<file path="config.mk">
export PLATFORM = sky130hd
export DESIGN_NAME = multi_timer_flat
export DESIGN_NICKNAME = d
export VERILOG_FILES = /design/src/rtl/timer_pkg.sv /design/src/rtl/multi_timer_if.sv /design/src/rtl/timer_channel.sv /design/src/rtl/multi_timer.sv /design/src/flat_wrapper.sv
export SDC_FILE = /design/constraint.sdc
export NUM_CORES = 1
export LEC_CHECK = 0
export CAP_MARGIN = 5
export CORE_UTILIZATION = 35
export CTS_CLUSTER_DIAMETER = 200
export DETAILED_ROUTE_END_ITERATION = 16
export PLACE_DENSITY_LB_ADDON = 0.1
export SYNTH_ARGS = -nofsm -noshare
export SYNTH_HDL_FRONTEND = slang
export SYNTH_SLANG_ARGS = --single-unit
</file>
<file path="constraint.sdc">
create_clock -name clk -period 2.4 [get_ports clk]
set_clock_uncertainty 0.1 [all_clocks]
set_input_delay 0.48 -clock clk [delete_from_list [all_inputs] [get_ports clk]]
set_output_delay 0.48 -clock clk [all_outputs]
set_load 0.01 [all_outputs]
</file>
<file path="src/rtl/timer_pkg.sv">
// Shared types and constants for the multi-channel timer.
package timer_pkg;

  typedef enum logic [0:0] {
    T_IDLE = 1'b0,
    T_RUN  = 1'b1
  } timer_state_t;

  localparam int unsigned CHANNELS_MIN = 1;
  localparam int unsigned CHANNELS_MAX = 16;
  localparam int unsigned WIDTH_MIN    = 2;
  localparam int unsigned WIDTH_MAX    = 16;
  localparam int unsigned PRESCALE_MIN = 1;
  localparam int unsigned PRESCALE_MAX = 256;

  // Prescaler counter width; a divisor of 1 still needs one flop.
  function automatic int unsigned ps_width(input int unsigned p);
    return (p > 1) ? $clog2(p) : 1;
  endfunction

endpackage

</file>
<file path="src/rtl/multi_timer_if.sv">
// Control/status bundle for the multi-channel timer.
interface multi_timer_if #(
  parameter int unsigned CHANNELS = 4,
  parameter int unsigned WIDTH    = 11
) ();

  logic [CHANNELS-1:0]            load;
  logic [CHANNELS-1:0][WIDTH-1:0] load_val;
  logic [CHANNELS-1:0]            start;
  logic [CHANNELS-1:0]            stop;
  logic [CHANNELS-1:0]            oneshot;
  logic [CHANNELS-1:0]            tick;
  logic [CHANNELS-1:0]            busy;
  logic [CHANNELS-1:0][WIDTH-1:0] count;

  modport master (
    output load, load_val, start, stop, oneshot,
    input  tick, busy, count
  );

  modport slave (
    input  load, load_val, start, stop, oneshot,
    output tick, busy, count
  );

endinterface

</file>
<file path="src/rtl/timer_channel.sv">
// One down-counting timer channel: reload register, one-shot/periodic mode.
module timer_channel
  import timer_pkg::*;
#(
  parameter int unsigned WIDTH = 11
) (
  input  logic             clk,
  input  logic             rst_n,
  input  logic             en,
  input  logic             load,
  input  logic [WIDTH-1:0] load_val,
  input  logic             start,
  input  logic             stop,
  input  logic             oneshot,
  output logic             tick,
  output logic             busy,
  output logic [WIDTH-1:0] count
);

  timer_state_t     state_q, state_d;
  logic [WIDTH-1:0] reload_q, reload_d;
  logic [WIDTH-1:0] count_q, count_d;
  logic             mode_q, mode_d;
  logic             tick_q, tick_d;

  // State and datapath registers.
  always_ff @(posedge clk or negedge rst_n) begin
    if (!rst_n) begin
      state_q  <= T_IDLE;
      reload_q <= '0;
      count_q  <= '0;
      mode_q   <= 1'b0;
      tick_q   <= 1'b0;
    end else begin
      state_q  <= state_d;
      reload_q <= reload_d;
      count_q  <= count_d;
      mode_q   <= mode_d;
      tick_q   <= tick_d;
    end
  end

  // Next-state: stop beats start, start beats countdown; a same-cycle load feeds start directly.
  always_comb begin
    state_d  = state_q;
    reload_d = load ? load_val : reload_q;
    count_d  = count_q;
    mode_d   = mode_q;
    tick_d   = 1'b0;
    if (stop) begin
      state_d = T_IDLE;
    end else if (start) begin
      state_d = T_RUN;
      count_d = load ? load_val : reload_q;
      mode_d  = oneshot;
    end else if (state_q == T_RUN && en) begin
      if (count_q == '0) begin
        tick_d  = 1'b1;
        count_d = reload_q;
        if (mode_q) begin
          state_d = T_IDLE;
        end
      end else begin
        count_d = count_q - WIDTH'(1);
      end
    end
  end

  assign tick  = tick_q;
  assign busy  = (state_q == T_RUN);
  assign count = count_q;

endmodule

</file>
<file path="src/rtl/multi_timer.sv">
// Bank of independent timer channels sharing one free-running prescaler.
module multi_timer
  import timer_pkg::*;
#(
  parameter int unsigned CHANNELS = 4,
  parameter int unsigned WIDTH    = 11,
  parameter int unsigned PRESCALE = 2
) (
  input  logic          clk,
  input  logic          rst_n,
  multi_timer_if.slave  bus
);

  localparam int unsigned PW = ps_width(PRESCALE);
  localparam logic [PW-1:0] PS_MAX = PW'(PRESCALE - 1);

  logic [PW-1:0]                  ps_q;
  logic                           en;
  logic [CHANNELS-1:0]            tick_w;
  logic [CHANNELS-1:0]            busy_w;
  logic [CHANNELS-1:0][WIDTH-1:0] count_w;

  // Free-running prescaler; start never disturbs its phase.
  always_ff @(posedge clk or negedge rst_n) begin
    if (!rst_n) begin
      ps_q <= PS_MAX;
    end else if (ps_q == '0) begin
      ps_q <= PS_MAX;
    end else begin
      ps_q <= ps_q - PW'(1);
    end
  end

  assign en = (ps_q == '0);

  for (genvar i = 0; i < int'(CHANNELS); i++) begin : g_ch
    timer_channel #(
      .WIDTH (WIDTH)
    ) u_ch (
      .clk      (clk),
      .rst_n    (rst_n),
      .en       (en),
      .load     (bus.load[i]),
      .load_val (bus.load_val[i]),
      .start    (bus.start[i]),
      .stop     (bus.stop[i]),
      .oneshot  (bus.oneshot[i]),
      .tick     (tick_w[i]),
      .busy     (busy_w[i]),
      .count    (count_w[i])
    );
  end

  assign bus.tick  = tick_w;
  assign bus.busy  = busy_w;
  assign bus.count = count_w;

endmodule

</file>
<file path="src/flat_wrapper.sv">
// flat-port wrapper written by rule: the top's interface ports become plain ports
module multi_timer_flat import timer_pkg::*;
#(
  parameter int unsigned CHANNELS = 4,
  parameter int unsigned WIDTH    = 11,
  parameter int unsigned PRESCALE = 2
)
  (clk, rst_n, bus_load, bus_load_val, bus_start, bus_stop, bus_oneshot, bus_tick, bus_busy, bus_count);
  multi_timer_if #(.CHANNELS(CHANNELS), .WIDTH(WIDTH)) bus_i ();
  input  logic clk;
  input  logic rst_n;
  input wire logic [$bits(bus_i.load)-1:0] bus_load;
  input wire logic [$bits(bus_i.load_val)-1:0] bus_load_val;
  input wire logic [$bits(bus_i.start)-1:0] bus_start;
  input wire logic [$bits(bus_i.stop)-1:0] bus_stop;
  input wire logic [$bits(bus_i.oneshot)-1:0] bus_oneshot;
  output wire logic [$bits(bus_i.tick)-1:0] bus_tick;
  output wire logic [$bits(bus_i.busy)-1:0] bus_busy;
  output wire logic [$bits(bus_i.count)-1:0] bus_count;
  assign bus_i.load = bus_load;
  assign bus_i.load_val = bus_load_val;
  assign bus_i.start = bus_start;
  assign bus_i.stop = bus_stop;
  assign bus_i.oneshot = bus_oneshot;
  assign bus_tick = bus_i.tick;
  assign bus_busy = bus_i.busy;
  assign bus_count = bus_i.count;
  multi_timer #(.CHANNELS(CHANNELS), .WIDTH(WIDTH), .PRESCALE(PRESCALE)) u_core (.clk(clk), .rst_n(rst_n), .bus(bus_i));
endmodule
</file>
==> out/metrics.csv <==
metric;value;unit
FF+latch count, synth;101;
cell at the slowest stage of the critical path;or4b_1;
Avg Cell Area, Syn;9.53;µm²
outcome;finished clean;
Inserted Diodes;0;
post-CTS sizing;0;
Syn Nets;654;
Rel. slew slack;64.5;%
DRC Markers;0;
CORE AREA;15400;µm²
DIE HEIGHT;128;µm
Area growth syn-to-layout;32.9;%
GRT overflow;0;
postcts setup bufs;0;
CP Class;flop to flop;
FF-to-FF path depth;7;
number of nets in the layout;783;
Pleak;3.03;nW
worst hold slack;0.00839;ns
reg2reg start;u_core.g_ch[1].u_ch.count[0];
worst-case clock buffer depth;2;
crit path max fanout;6;
Final Hold Viols;0;
Cell Area, Synth;5560;µm²
layout cell share with drive strength beyond 1;15.3;%
top cell type's share of synthesized area;45.0;%
Reg power frac;42.7;%
hold crit path type;primary input to async pin;
Final Routed Wirelength;15400;µm
Die X;128;µm
die area;16400;µm²
Primary FF master, synth;dfrtp_1;
buffers and inverters on the worst path;1;
Pwr Total;5.21;mW
First-pass DRT Iterations;4;
clk root buf;clkbuf_16;
post-route minimum period;2.23;ns
CTS clk-pin slew, worst paths;0.07;ns
post-route antenna net violation count;0;
EDFF count, synth;0;
Syn Inst Count;584;
Post-Place Cell Area;7110;µm²
CP peak stage delay;0.51;ns
vias in the first global route;4838;
Max-cap violations;0;
RSZ-0062 raised after global routing;no;
gp weighted congestion;0.870;
P per Cell Area;705;nW/µm²
Via Count;4928;
Sw Share;32.6;%
CP delay by family, top;simple AND/OR/NAND/NOR gates;
post-synth cell types;63;
clock power share;27.6;%
Post-DP HPWL;10900;µm
Clock Sinks;101;
H-tree Lvls;3;
GRT Util Overall;19.7;%
# IOs;114;
DR iter-0 viols;328;
R2R Path End;u_core.g_ch[1].u_ch.count[8];
Final Setup Violations;0;
CP Launch Type;flop;
CTS buffer count;9;
post-synthesis async set-or-reset flop share;100;%
maximum clock rate;448;MHz
most common cell in the netlist;dfrtp_1;
Cell Int Power;3.51;mW
Critical Path RT;2.52;ns
switching pwr;1.70;mW
Seq/Total Area, Yosys;45.4;%
Avg WL per Cell;16.6;µm
port bufs;113;
Initial Utilization;36.2;%
Post-CTS Hold Buffers;0;
Worst-Skew Late Latency;0.35;ns
first-pass GRT wire length;25000;µm
Slew @ Worst Pin;0.532;ns
reg-to-reg slack, setup;0.17;ns
Final period util;92.9;%
TNS Setup;0;ns
largest net degree at the start of global routing;39;
VDD IR max;0.000374;V
row cnt;45;
Ys Warns;0;
fin. max-slew vios;0;
Comb power frac;29.8;%
post-synth top area cell;dfrtp_1;
DR vias/cell;5.30;
CTS tree;done;
synth top area cells;dfrtp_1 45%, mux2_2 8.9%, nor2_1 4.0%, o21ai_0 3.5%, nand2_1 3.0%;
CP cell instances;inv_1 > ha_1 > or4b_1 > nor2_1 > mux2_2 > a22oi_1 > o21ai_0;
critical path capture point type;flop;
Arrival @ worst endpoint;2.35;ns
Design Area, Final;7390;µm²
antenna violations before repair;0;
most frequent cells after synthesis;100 x dfrtp_1, 60 x nor2_1, 45 x nand2_1;
## state kept, by name, summed over array words and instances, names as in the netlist
register and count:
u_core.g_ch.u_ch.reload_q 44, u_core.ps_q 1, u_core.g_ch.u_ch.tick 4, u_core.g_ch.u_ch.busy 4
u_core.g_ch.u_ch.mode_q 4, u_core.g_ch.u_ch.count 44
## worst max-delay path by stage
stage	start	to	slack, ns	depth (start not counted)
3_3_place_gp	bus_load[1]	u_core.g_ch[1].u_ch.count[2]	0.15	5
5_1_grt	u_core.g_ch[1].u_ch.count[0]	u_core.g_ch[1].u_ch.count[3]	0.01	8
4_1_cts	u_core.g_ch[1].u_ch.count[0]	u_core.g_ch[1].u_ch.count[3]	0.19	8
2_1_floorplan	u_core.g_ch[1].u_ch.count[0]	u_core.g_ch[1].u_ch.count[8]	0.32	7
3_5_place_dp	bus_load[1]	u_core.g_ch[1].u_ch.count[3]	0.14	5
6_report	u_core.g_ch[1].u_ch.count[0]	u_core.g_ch[1].u_ch.count[8]	0.17	7
## metrics by stage
stage	setup WS [ns]	instances	utilization [%]
after floorplan	0.319	584	-
after global placement	0.149	913	46.2
after detailed placement	0.138	913	46.2
after CTS	0.187	929	48.1
after global routing	0.0129	929	48.1
final	0.169	929	48.1
## power groups by stage
| stage | logic [mW] | clock network [mW] | registers (mW) |
|---|---|---|---|
| 6_report | 1.55 | 1.44 | 2.22 |
| 5_1_grt | 1.70 | 1.56 | 2.27 |
| 4_1_cts | 1.56 | 1.49 | 2.22 |
| 3_5_place_dp | 1.55 | 0 | 2.25 |
| 3_3_place_gp | 1.54 | 0 | 2.24 |
| 2_1_floorplan | 0.797 | 0 | 2.25 |
## worst register-to-register path: stages, from the launching register on
cell and delay [ns]:
dfrtp_1 0.44, inv_1 0.15, ha_1 0.22, or4b_1 0.51, nor2_1 0.12, mux2_2 0.34, a22oi_1 0.13, o21ai_0 0.09
## layout by cell type (no fill, tap or decap), types with 3 or more instances in the layout
master           synthesis  layout
nand4_1                  4       4
nor4_1                   7       7
nor3_1                  30      30
nand3_1                 21      21
ha_1                     8       8
and3_1                   4       4
buf_4                    8      39
xor2_1                   6       6
a21o_1                  10      10
a21oi_1                 32      32
dfrtp_1                100     100
mux2i_1                  8       8
mux2_2                  44      44
xnor2_1                 11      11
o221ai_1                 3       3
clkdlybuf4s50_1          0     112
a211oi_1                11      11
a41oi_1                  3       3
o211ai_1                 7       7
o22ai_1                 13      13
nand2_1                 45      45
or3_1                    4       4
nor2_1                  60      60
nand2b_1                 8       8
o31ai_1                  5       5
inv_1                   17      17
a31oi_1                  5       5
nor3b_1                  5       5
o21ai_0                 39      39
nand3b_1                 4       4
nor4_2                   3       3
clkbuf_16                0       9
## layer usage
metal | vias up | share of wire (%) | global-route usage [%]
li1 | 2386 | - | -
met1 | 2385 | 46 | 26.3
met2 | 141 | 48 | 32.1
met3 | 16 | 4.9 | 4.63
met4 | 0 | 1.1 | 4.78
met5 | - | 0 | 0
## kinds of logic (layout without fill, tap and decap cells)
kind of cell               Yosys count  after routing  share of synthesized area, %
adders and majority gates            8              8                          1.80
and+or+nand+nor                    207            207                          18.7
xor gates and xnor gates            17             17                          2.68
buffers and inverters               53            187                          4.36
muxes                               52             52                          10.3
AOI/OAI and AO/OA                  146            146                          16.7
DFF                                101            101                          45.4
## area by class of cell
type / instances / area [µm²]
clock buffers: 11 / 253
clock inverters: 5 / 35.0
fillers: 1458 / 7980
inverters: 18 / 67.6
multi-input cells: 430 / 2790
flip-flops and latches: 101 / 2530
well taps: 211 / 264
repair buffers: 153 / 1450
Power figures use the tool's default switching activity.
